==> config.mk <==
export PLATFORM = sky130hd
export DESIGN_NAME = tile_scheduler_flat
export DESIGN_NICKNAME = d
export VERILOG_FILES = /design/src/rtl/tile_scheduler_if.sv /design/src/rtl/tile_scheduler.sv /design/src/flat_wrapper.sv
export SDC_FILE = /design/constraint.sdc
export NUM_CORES = 1
export LEC_CHECK = 0
export ABC_AREA = 1
export CORE_ASPECT_RATIO = 1.4
export CORE_MARGIN = 4
export CORE_UTILIZATION = 45
export CTS_CLUSTER_DIAMETER = 100
export DETAILED_ROUTE_END_ITERATION = 16
export PLACE_DENSITY = 0.77
export SLEW_MARGIN = 20
export SYNTH_ARGS = -nofsm -noshare
export SYNTH_HDL_FRONTEND = slang
export SYNTH_SLANG_ARGS = --single-unit
export TNS_END_PERCENT = 100
==> constraint.sdc <==
create_clock -name clk -period 3.54 [get_ports clk]
set_input_delay 1.062 -clock clk [delete_from_list [all_inputs] [get_ports clk]]
set_output_delay 1.062 -clock clk [all_outputs]
set_load 0.01 [all_outputs]
==> src/rtl/tile_scheduler_if.sv <==
// Handshake bundle between the tile scheduler and its surroundings.
//   master : scheduler side (samples start/abort/tile_done, drives tile op fields and status)
//   slave  : host / systolic-array side
// Widths are derived from MATRIX_DIM and TILE_DIM exactly as inside tile_scheduler.
interface tile_scheduler_if #(
    parameter int unsigned MATRIX_DIM = 32,
    parameter int unsigned TILE_DIM   = 4
);
    localparam int unsigned NT         = MATRIX_DIM / TILE_DIM;
    localparam int unsigned IdxW       = (NT > 1) ? $clog2(NT) : 1;
    localparam int unsigned ADDR_WIDTH = $clog2(MATRIX_DIM * MATRIX_DIM);
    localparam int unsigned CntW       = $clog2(NT * NT * NT + 1);

    logic                  start;
    logic                  abort;
    logic                  tile_done;
    logic                  tile_start;
    logic                  acc_clear;
    logic [IdxW-1:0]       i_idx;
    logic [IdxW-1:0]       j_idx;
    logic [IdxW-1:0]       k_idx;
    logic [ADDR_WIDTH-1:0] a_base;
    logic [ADDR_WIDTH-1:0] b_base;
    logic [ADDR_WIDTH-1:0] c_base;
    logic [CntW-1:0]       tile_count;
    logic                  busy;
    logic                  done;

    modport master (
        input  start, abort, tile_done,
        output tile_start, acc_clear, i_idx, j_idx, k_idx,
               a_base, b_base, c_base, tile_count, busy, done
    );

    modport slave (
        output start, abort, tile_done,
        input  tile_start, acc_clear, i_idx, j_idx, k_idx,
               a_base, b_base, c_base, tile_count, busy, done
    );
endinterface

==> src/rtl/tile_scheduler.sv <==
// Tile scheduler for the tiled matrix-multiply engine.
// Walks every (i, j, k) tile triple (k innermost), issuing one tile op per triple and
// waiting for the array's tile_done before moving on; pulses done after the last tile.
// Ports:
//   clk   : rising-edge clock
//   rst_n : asynchronous active-low reset
//   bus   : tile_scheduler_if.master (start/abort/tile_done in; tile op fields and status out)
module tile_scheduler #(
    parameter int unsigned MATRIX_DIM = 32,
    parameter int unsigned TILE_DIM   = 4
) (
    input logic              clk,
    input logic              rst_n,
    tile_scheduler_if.master bus
);
    localparam int unsigned NT         = MATRIX_DIM / TILE_DIM;
    localparam int unsigned IdxW       = (NT > 1) ? $clog2(NT) : 1;
    localparam int unsigned ADDR_WIDTH = $clog2(MATRIX_DIM * MATRIX_DIM);
    localparam int unsigned CntW       = $clog2(NT * NT * NT + 1);

    localparam logic [IdxW-1:0]       IdxMax    = IdxW'(NT - 1);
    // Row stride truncates harmlessly when NT=1: the index it multiplies is always 0.
    localparam logic [ADDR_WIDTH-1:0] RowStride = ADDR_WIDTH'(TILE_DIM * MATRIX_DIM);
    localparam logic [ADDR_WIDTH-1:0] ColStride = ADDR_WIDTH'(TILE_DIM);

    if (MATRIX_DIM % TILE_DIM != 0) begin : g_bad_cfg
        $error("tile_scheduler: MATRIX_DIM must be a multiple of TILE_DIM");
    end

    typedef enum logic [2:0] {StIdle, StIssue, StWait, StAdvance, StDone} state_e;

    state_e          state_q, state_d;
    logic [IdxW-1:0] i_q, i_d, j_q, j_d, k_q, k_d;
    logic [CntW-1:0] cnt_q, cnt_d;
    logic            last_tile;

    assign last_tile = (i_q == IdxMax) && (j_q == IdxMax) && (k_q == IdxMax);

    // State and loop registers.
    always_ff @(posedge clk or negedge rst_n) begin
        if (!rst_n) begin
            state_q <= StIdle;
            i_q     <= '0;
            j_q     <= '0;
            k_q     <= '0;
            cnt_q   <= '0;
        end else begin
            state_q <= state_d;
            i_q     <= i_d;
            j_q     <= j_d;
            k_q     <= k_d;
            cnt_q   <= cnt_d;
        end
    end

    // Next state and loop-nest stepping.
    always_comb begin
        state_d = state_q;
        i_d     = i_q;
        j_d     = j_q;
        k_d     = k_q;
        cnt_d   = cnt_q;

        unique case (state_q)
            StIdle:    if (bus.start) state_d = StIssue;
            StIssue:   state_d = StWait;
            StWait:    if (bus.tile_done) state_d = last_tile ? StDone : StAdvance;
            StAdvance: state_d = StIssue;
            StDone:    state_d = StIdle;
            default:   state_d = StIdle;
        endcase

        if (state_q == StIdle) begin
            // start beats a coincident abort here
            if (bus.start) begin
                i_d   = '0;
                j_d   = '0;
                k_d   = '0;
                cnt_d = '0;
            end
        end else if (bus.abort) begin
            // abort freezes indices and count, just drops back to idle
            state_d = StIdle;
        end else begin
            if (state_q == StWait && bus.tile_done) cnt_d = cnt_q + 1'b1;
            if (state_q == StAdvance) begin
                k_d = (k_q == IdxMax) ? '0 : k_q + 1'b1;
                if (k_q == IdxMax) begin
                    j_d = (j_q == IdxMax) ? '0 : j_q + 1'b1;
                    if (j_q == IdxMax) i_d = (i_q == IdxMax) ? '0 : i_q + 1'b1;
                end
            end
        end
    end

    // Outputs: status decoded from state, addresses straight from the index registers.
    always_comb begin
        bus.tile_start = 1'b0;
        bus.busy       = 1'b0;
        bus.done       = 1'b0;
        unique case (state_q)
            StIssue: begin
                bus.tile_start = 1'b1;
                bus.busy       = 1'b1;
            end
            StWait, StAdvance: bus.busy = 1'b1;
            StDone:            bus.done = 1'b1;
            default: ;
        endcase

        bus.i_idx      = i_q;
        bus.j_idx      = j_q;
        bus.k_idx      = k_q;
        bus.tile_count = cnt_q;
        bus.acc_clear  = (k_q == '0);
        bus.a_base     = ADDR_WIDTH'(i_q) * RowStride + ADDR_WIDTH'(k_q) * ColStride;
        bus.b_base     = ADDR_WIDTH'(k_q) * RowStride + ADDR_WIDTH'(j_q) * ColStride;
        bus.c_base     = ADDR_WIDTH'(i_q) * RowStride + ADDR_WIDTH'(j_q) * ColStride;
    end
endmodule

==> src/flat_wrapper.sv <==
// flat-port wrapper written by rule: the top's interface ports become plain ports
module tile_scheduler_flat 
#(
    parameter int unsigned MATRIX_DIM = 32,
    parameter int unsigned TILE_DIM   = 4
)
  (clk, rst_n, bus_start, bus_abort, bus_tile_done, bus_tile_start, bus_acc_clear, bus_i_idx, bus_j_idx, bus_k_idx, bus_a_base, bus_b_base, bus_c_base, bus_tile_count, bus_busy, bus_done);
  tile_scheduler_if #(.MATRIX_DIM(MATRIX_DIM), .TILE_DIM(TILE_DIM)) bus_i ();
  input logic clk;
  input logic rst_n;
  input wire logic [$bits(bus_i.start)-1:0] bus_start;
  input wire logic [$bits(bus_i.abort)-1:0] bus_abort;
  input wire logic [$bits(bus_i.tile_done)-1:0] bus_tile_done;
  output wire logic [$bits(bus_i.tile_start)-1:0] bus_tile_start;
  output wire logic [$bits(bus_i.acc_clear)-1:0] bus_acc_clear;
  output wire logic [$bits(bus_i.i_idx)-1:0] bus_i_idx;
  output wire logic [$bits(bus_i.j_idx)-1:0] bus_j_idx;
  output wire logic [$bits(bus_i.k_idx)-1:0] bus_k_idx;
  output wire logic [$bits(bus_i.a_base)-1:0] bus_a_base;
  output wire logic [$bits(bus_i.b_base)-1:0] bus_b_base;
  output wire logic [$bits(bus_i.c_base)-1:0] bus_c_base;
  output wire logic [$bits(bus_i.tile_count)-1:0] bus_tile_count;
  output wire logic [$bits(bus_i.busy)-1:0] bus_busy;
  output wire logic [$bits(bus_i.done)-1:0] bus_done;
  assign bus_i.start = bus_start;
  assign bus_i.abort = bus_abort;
  assign bus_i.tile_done = bus_tile_done;
  assign bus_tile_start = bus_i.tile_start;
  assign bus_acc_clear = bus_i.acc_clear;
  assign bus_i_idx = bus_i.i_idx;
  assign bus_j_idx = bus_i.j_idx;
  assign bus_k_idx = bus_i.k_idx;
  assign bus_a_base = bus_i.a_base;
  assign bus_b_base = bus_i.b_base;
  assign bus_c_base = bus_i.c_base;
  assign bus_tile_count = bus_i.tile_count;
  assign bus_busy = bus_i.busy;
  assign bus_done = bus_i.done;
  tile_scheduler #(.MATRIX_DIM(MATRIX_DIM), .TILE_DIM(TILE_DIM)) u_core (.clk(clk), .rst_n(rst_n), .bus(bus_i));
endmodule
==> impl_results.md, run 1 <==
* Post-cts gate resize count at 0
* Crit path max-delay family: buffers and inverters
* DRC viols at 0
* Endpoint class of the critical path: primary output
* Fmax at 377 MHz
* Count of cell types in the netlist at 28
* Inst Count DP at 275
* TNS Setup at 0 ns
* Synthesized cell area at 1610 µm²
* Die width at 58.5 µm
* Finished Layout Cells at 279
* Die area at 4610 µm²
* First DRT Iteration DRCs at 48
* Die height at 78.8 µm
* Worst min path class: reg -> reg
* Clock Latency Late Sink at 0.26 ns
* Post-DP HPWL at 2.62 mm
* Core Area at 3410 µm²
* Worst setup margin at 0.886 ns
* Most common cell in the synthesized netlist: nand2_1
* Setup Viol. Count Final at 0
* CTS tree: yes
* Post-place setup slack at 1.18 ns
* Pleak at 0.951 nW
* Outcome: finished clean
* Global-route wire length before repair at 5.78 mm
* FP Rows at 25
* Kind of critical path: reg -> out
* Post-layout util at 0.575
* Hold_buf cts at 0
* Async set-reset flop share out of synthesis at 1.00
* Cts bufs inserted at 3
* Layout Nets at 253
* Root Buffer: clkbuf_8
* GR Overflow Total at 0
* Number of global-route vias before repair at 1333
* Post-CTS setup buffer count at 0
* WP data required at 2.48 ns
* Min cycle time layout at 2.65 ns
* Cell type with the highest aggregate area in the netlist: dfrtp_1
* Pwr Density at 599 nW/µm²
* Max_cap viols at 0
* Worst path buffer plus inverter count at 2
* Fin Hold WS at 0.538 ns
* Antenna-violating nets left at 0
* Synth top area share at 0.342
* Worst Clk Skew at 0.00360 ns
* Max FO, Critical Path at 7
* DRT Pass-1 Iters at 4
* Vias per cell at 4.91
* H-tree depth at 1
* Fin crit share at 0.750
* RSZ-0062 raised after global routing: false
* N_diodes at 0
* Vias at 1369
* Mean area per synthesized cell at 7.63 µm²
* CP max stage cell: clkdlybuf4s50_1
* Post-Route WL at 3.31 mm
* Dpl cell area at 1910 µm²
* Post-synthesis sequential area ratio at 0.342
* Crit path arrival time at 1.59 ns
* Post-synth top flop: dfrtp_1
* Cell count after synthesis at 211
* Area grow syn2layout at 21.9%
* I/O pin count at 58
* Total Power at 1.18 mW
* Starting density of the core at 0.472
* Crit path cell chain: inv_2 -> nand2_1 -> nor2_1 -> clkdlybuf4s50_1
* Clock tree buffer depth at 2
* Layout cell share with drive strength beyond 1 at 0.0795
* Synth top area cells: dfrtp_1, buf_4, nand2_1
* Number of synthesized register bits at 22
* Clk slew on worst S/H paths at 0.08 ns
* Wirelength per Cell at 11.8 µm
* Worst Setup Start Kind: register
* CP max stage delay at 0.56 ns
* Top post-synthesis cells by count: nand2_1, buf_4, inv_1, dfrtp_1, nand3_1
* Port Buffer Count at 45
* Tot GR Track Use at 0.161
* Ys Warns at 0
* Design area at 1960 µm²
* Final hold violations at 0
* Number of synthesized flops with an enable pin at 0
* GPL Wtd Cong at 0.831
* Initial antenna violation count at 0
* Slew Viols, Final at 0
* # clock sinks at 22
* Max VDD drop at 0.000354 V
* Largest net degree at the start of global routing at 23
[logic make-up after synthesis]
| logic type | Yosys count | share of synthesized area |
|---|---|---|
| flops | 22 | 0.342 |
| buf+inv | 60 | 0.220 |
| simple gates | 101 | 0.292 |
| xor+xnor | 3 | 0.0163 |
| compound gates | 16 | 0.0645 |
| fa+ha+maj | 8 | 0.0622 |
| other cells | 1 | 0.00233 |
[where the power goes]
group | internal [mW] | leakage, nW | switching, mW
Clock | 0.0992 | 0.0288 | 0.0817
Combinational | 0.298 | 0.623 | 0.330
Sequential | 0.298 | 0.300 | 0.0678
[routing by layer]
layer	GRT usage	vias up	share of wire	wire length, µm
met3	0.0244	5	0.055	181
met2	0.295	40	0.53	1760
met5	0	-	0	0
li1	-	686	-	-
met1	0.173	638	0.39	1290
met4	0.0766	0	0.022	74
[layout make-up]
class / instances / area [µm²]
multi-input cells: 140 / 746
well taps: 40 / 50.0
flip-flops and latches: 22 / 551
fillers: 326 / 1450
inverters: 27 / 101
repair buffers: 46 / 458
clock buffers: 4 / 55.1
[worst min-delay path, delay by kind of cell, from the launching register on]
family           cells  cell delay, ns
and+or+nand+nor      2            0.12
DFF                  1            0.38
[registers in the layout (all words and copies together) (netlist names)]
register	count
u_core.bus.k_idx	3
u_core.bus.tile_count	10
u_core.bus.j_idx	3
u_core.bus.i_idx	3
u_core.state_q	3
[cells in the final DEF, fill, tap and decap left out]
master and n:
inv_1 24, a21oi_1 1, buf_4 1, nand2_1 50, clkbuf_8 4, o21ai_1 1, nor2_1 14, o21bai_1 1
xnor2_1 1, clkdlybuf4s50_1 45, o21ai_2 2, nor2_2 1, a21oi_4 1, nand2_4 2, nor4_1 1, nor3_1 2
conb_1 12, xor2_1 2, dfrtp_1 22, nand3_2 2, ha_1 8, o21ai_0 9, inv_2 3, nand4_1 5
nand2_2 1, a21boi_0 1, nor2_4 2, nand3_1 21
[final timing paths]
kind / depth (start not counted) / slack (ns) / startpoint / to
max in group asynchronous: 2 / 2.16 / rst_n / u_core.bus.j_idx[0]
max: 4 / 0.89 / u_core.state_q[2] / bus_tile_start
min: 2 / 0.54 / u_core.bus.tile_count[9] / u_core.bus.tile_count[9]
min in group asynchronous: 2 / 1.15 / rst_n / u_core.bus.i_idx[0]
max reg2reg: 6 / 2.02 / u_core.bus.k_idx[1] / u_core.bus.i_idx[0]
min reg2reg: 2 / 0.54 / u_core.bus.tile_count[9] / u_core.bus.tile_count[9]
(Power assumes the default switching activity.)
==> run 2: changes to the inputs <==
clock period = 2.6 ns   (was 3.54 ns; I/O delays follow)
==> run 2 against run 1 <==
  * Clock power increased by 40%
  * Final area did not move
  * Critical path depth did not move
  * Power increased by 36%
  * Highest routed layer unchanged
  * Die area did not move
  * Combinational power increased by 35%
  * Largest cell class unchanged
  * Count of clock-buffer cells in the layout stayed put
  * Sequential power is 36% higher
  * Hold slack gained 0.010 ns
  * Global-route usage is 1.1 points lower
  * Utilization is the same
==> impl_results.md, run 2 (synthesis results as in run 1) <==
* Antenna-violating nets left at 0 (unchanged)
* Vias at 1344 (-1.8%)
* Global-route wire length before repair at 5.47 mm (-5.4%)
* Cts bufs inserted at 3 (unchanged)
* Post-Route WL at 3.24 mm (-1.9%)
* Core Area at 3410 µm² (unchanged)
* Worst path buffer plus inverter count at 2 (unchanged)
* Worst Setup Start Kind: register
* Fin Hold WS at 0.549 ns (+0.0102 ns)
* Crit path cell chain: inv_2 -> nand2_1 -> nor2_1 -> clkdlybuf4s50_1
* Post-DP HPWL at 2.54 mm (-3.3%)
* N_diodes at 0 (unchanged)
* Die height at 78.8 µm (unchanged)
* Commonest non-fill, non-tap cell in the layout: nand2_1
* Post-place setup slack at 0.525 ns (-0.655 ns)
* Final hold violations at 0 (unchanged)
* Endpoint class of the critical path: primary output
* First DRT Iteration DRCs at 41 (-15%)
* H-tree depth at 1 (unchanged)
* Total Power at 1.60 mW (+36%)
* DRT Pass-1 Iters at 4 (unchanged)
* CTS tree: yes
* Design area at 1960 µm² (unchanged)
* Pleak at 0.951 nW (unchanged)
* Wirelength per Cell at 11.6 µm (-1.9%)
* I/O pin count at 58 (unchanged)
* TNS Setup at 0 ns (unchanged)
* Post-CTS setup buffer count at 0 (unchanged)
* Max reg flops at 10 (unchanged)
* Worst setup margin at 0.214 ns (-0.671 ns)
* Finished Layout Cells at 279 (unchanged)
* Dpl cell area at 1910 µm² (unchanged)
* Commonest non-fill, non-tap cells in the layout: nand2_1, clkdlybuf4s50_1, inv_1, dfrtp_1, nand3_1
* Setup Viol. Count Final at 0 (unchanged)
* Clock Latency Late Sink at 0.27 ns (about the same)
* Pwr Density at 816 nW/µm² (+36%)
* # clock sinks at 22 (unchanged)
* Worst min path class: reg -> reg
* Worst Clk Skew at 0.00517 ns (+0.00157 ns)
* GPL Wtd Cong at 0.836 (+0.66%)
* Outcome: finished clean
* FP Rows at 25 (unchanged)
* Largest net degree at the start of global routing at 23 (unchanged)
* Max FO, Critical Path at 7 (unchanged)
* Post-layout util at 0.575 (unchanged)
* Clock tree buffer depth at 2 (unchanged)
* Fin crit share at 0.918
* CP max stage cell: clkdlybuf4s50_1
* Max VDD drop at 0.000508 V (+43%)
* Clk slew on worst S/H paths at 0.08 ns (about the same)
* Number of global-route vias before repair at 1228 (-7.9%)
* DRC viols at 0 (unchanged)
* Post-cts gate resize count at 0 (unchanged)
* Die width at 58.5 µm (unchanged)
* Hold_buf cts at 0 (unchanged)
* CP max stage delay at 0.56 ns (about the same)
* Area grow syn2layout at 21.9% (unchanged)
* Port Buffer Count at 45 (unchanged)
* Crit path arrival time at 1.61 ns (+0.02 ns)
* WP data required at 1.82 ns (-0.66 ns)
* Die area at 4610 µm² (unchanged)
* Root Buffer: clkbuf_8
* Slew Viols, Final at 0 (unchanged)
* GR Overflow Total at 0 (unchanged)
* Inst Count DP at 275 (unchanged)
* Kind of critical path: reg -> out
* Layout Nets at 253 (unchanged)
* Fmax at 419 MHz
* Min cycle time layout at 2.39 ns
* Starting density of the core at 0.472 (unchanged)
* Crit path max-delay family: buffers and inverters
* Vias per cell at 4.82 (-1.8%)
* Tot GR Track Use at 0.150 (-0.0111)
* RSZ-0062 raised after global routing: false
* Max_cap viols at 0 (unchanged)
* Layout cell share with drive strength beyond 1 at 0.0795 (unchanged)
* Initial antenna violation count at 0 (unchanged)
[run 2: power breakdown]
part	switching, mW	total (mW)	internal, mW	leakage (nW)
clock	0.118	0.254	0.135	0.0288
combinational	0.442	0.850	0.407	0.623
sequential	0.0914	0.497	0.405	0.300
total	0.652	1.60	0.948	0.951
[run 2: path summary, 6_finish.rpt]
check,from,endpoint,slack (ns),cells after the start
hold reg to reg,u_core.bus.tile_count[9],u_core.bus.tile_count[9],0.55,2
hold / removal,u_core.bus.tile_count[9],u_core.bus.tile_count[9],0.55,2
min in group asynchronous,rst_n,u_core.bus.i_idx[1],0.85,2
setup reg to reg,u_core.state_q[0],u_core.bus.tile_count[5],1.10,8
max in group asynchronous,rst_n,u_core.bus.tile_count[1],1.51,2
setup / recovery,u_core.state_q[2],bus_tile_start,0.21,4
[run 2: area by class of cell]
type / count / area (µm²)
Tap cell: 40 / 50.0
Inverter: 27 / 101
Sequential cell: 22 / 551
Timing Repair Buffer: 46 / 458
Fill cell: 318 / 1450
Clock buffer: 4 / 55.1
Multi-Input combinational cell: 140 / 746
[run 2: tightest hold or removal path, cell delays in order (launching register included)]
cell and delay (ns):
dfrtp_1 0.39, nand2_1 0.07, nand2_1 0.06
[run 2: layer usage]
metal	part of all wire	global-route usage	vias to the layer above
met3	0.057	0.0244	5
met2	0.52	0.265	44
met4	0.015	0.0487	0
met5	0	0	-
met1	0.41	0.179	611
li1	-	-	684
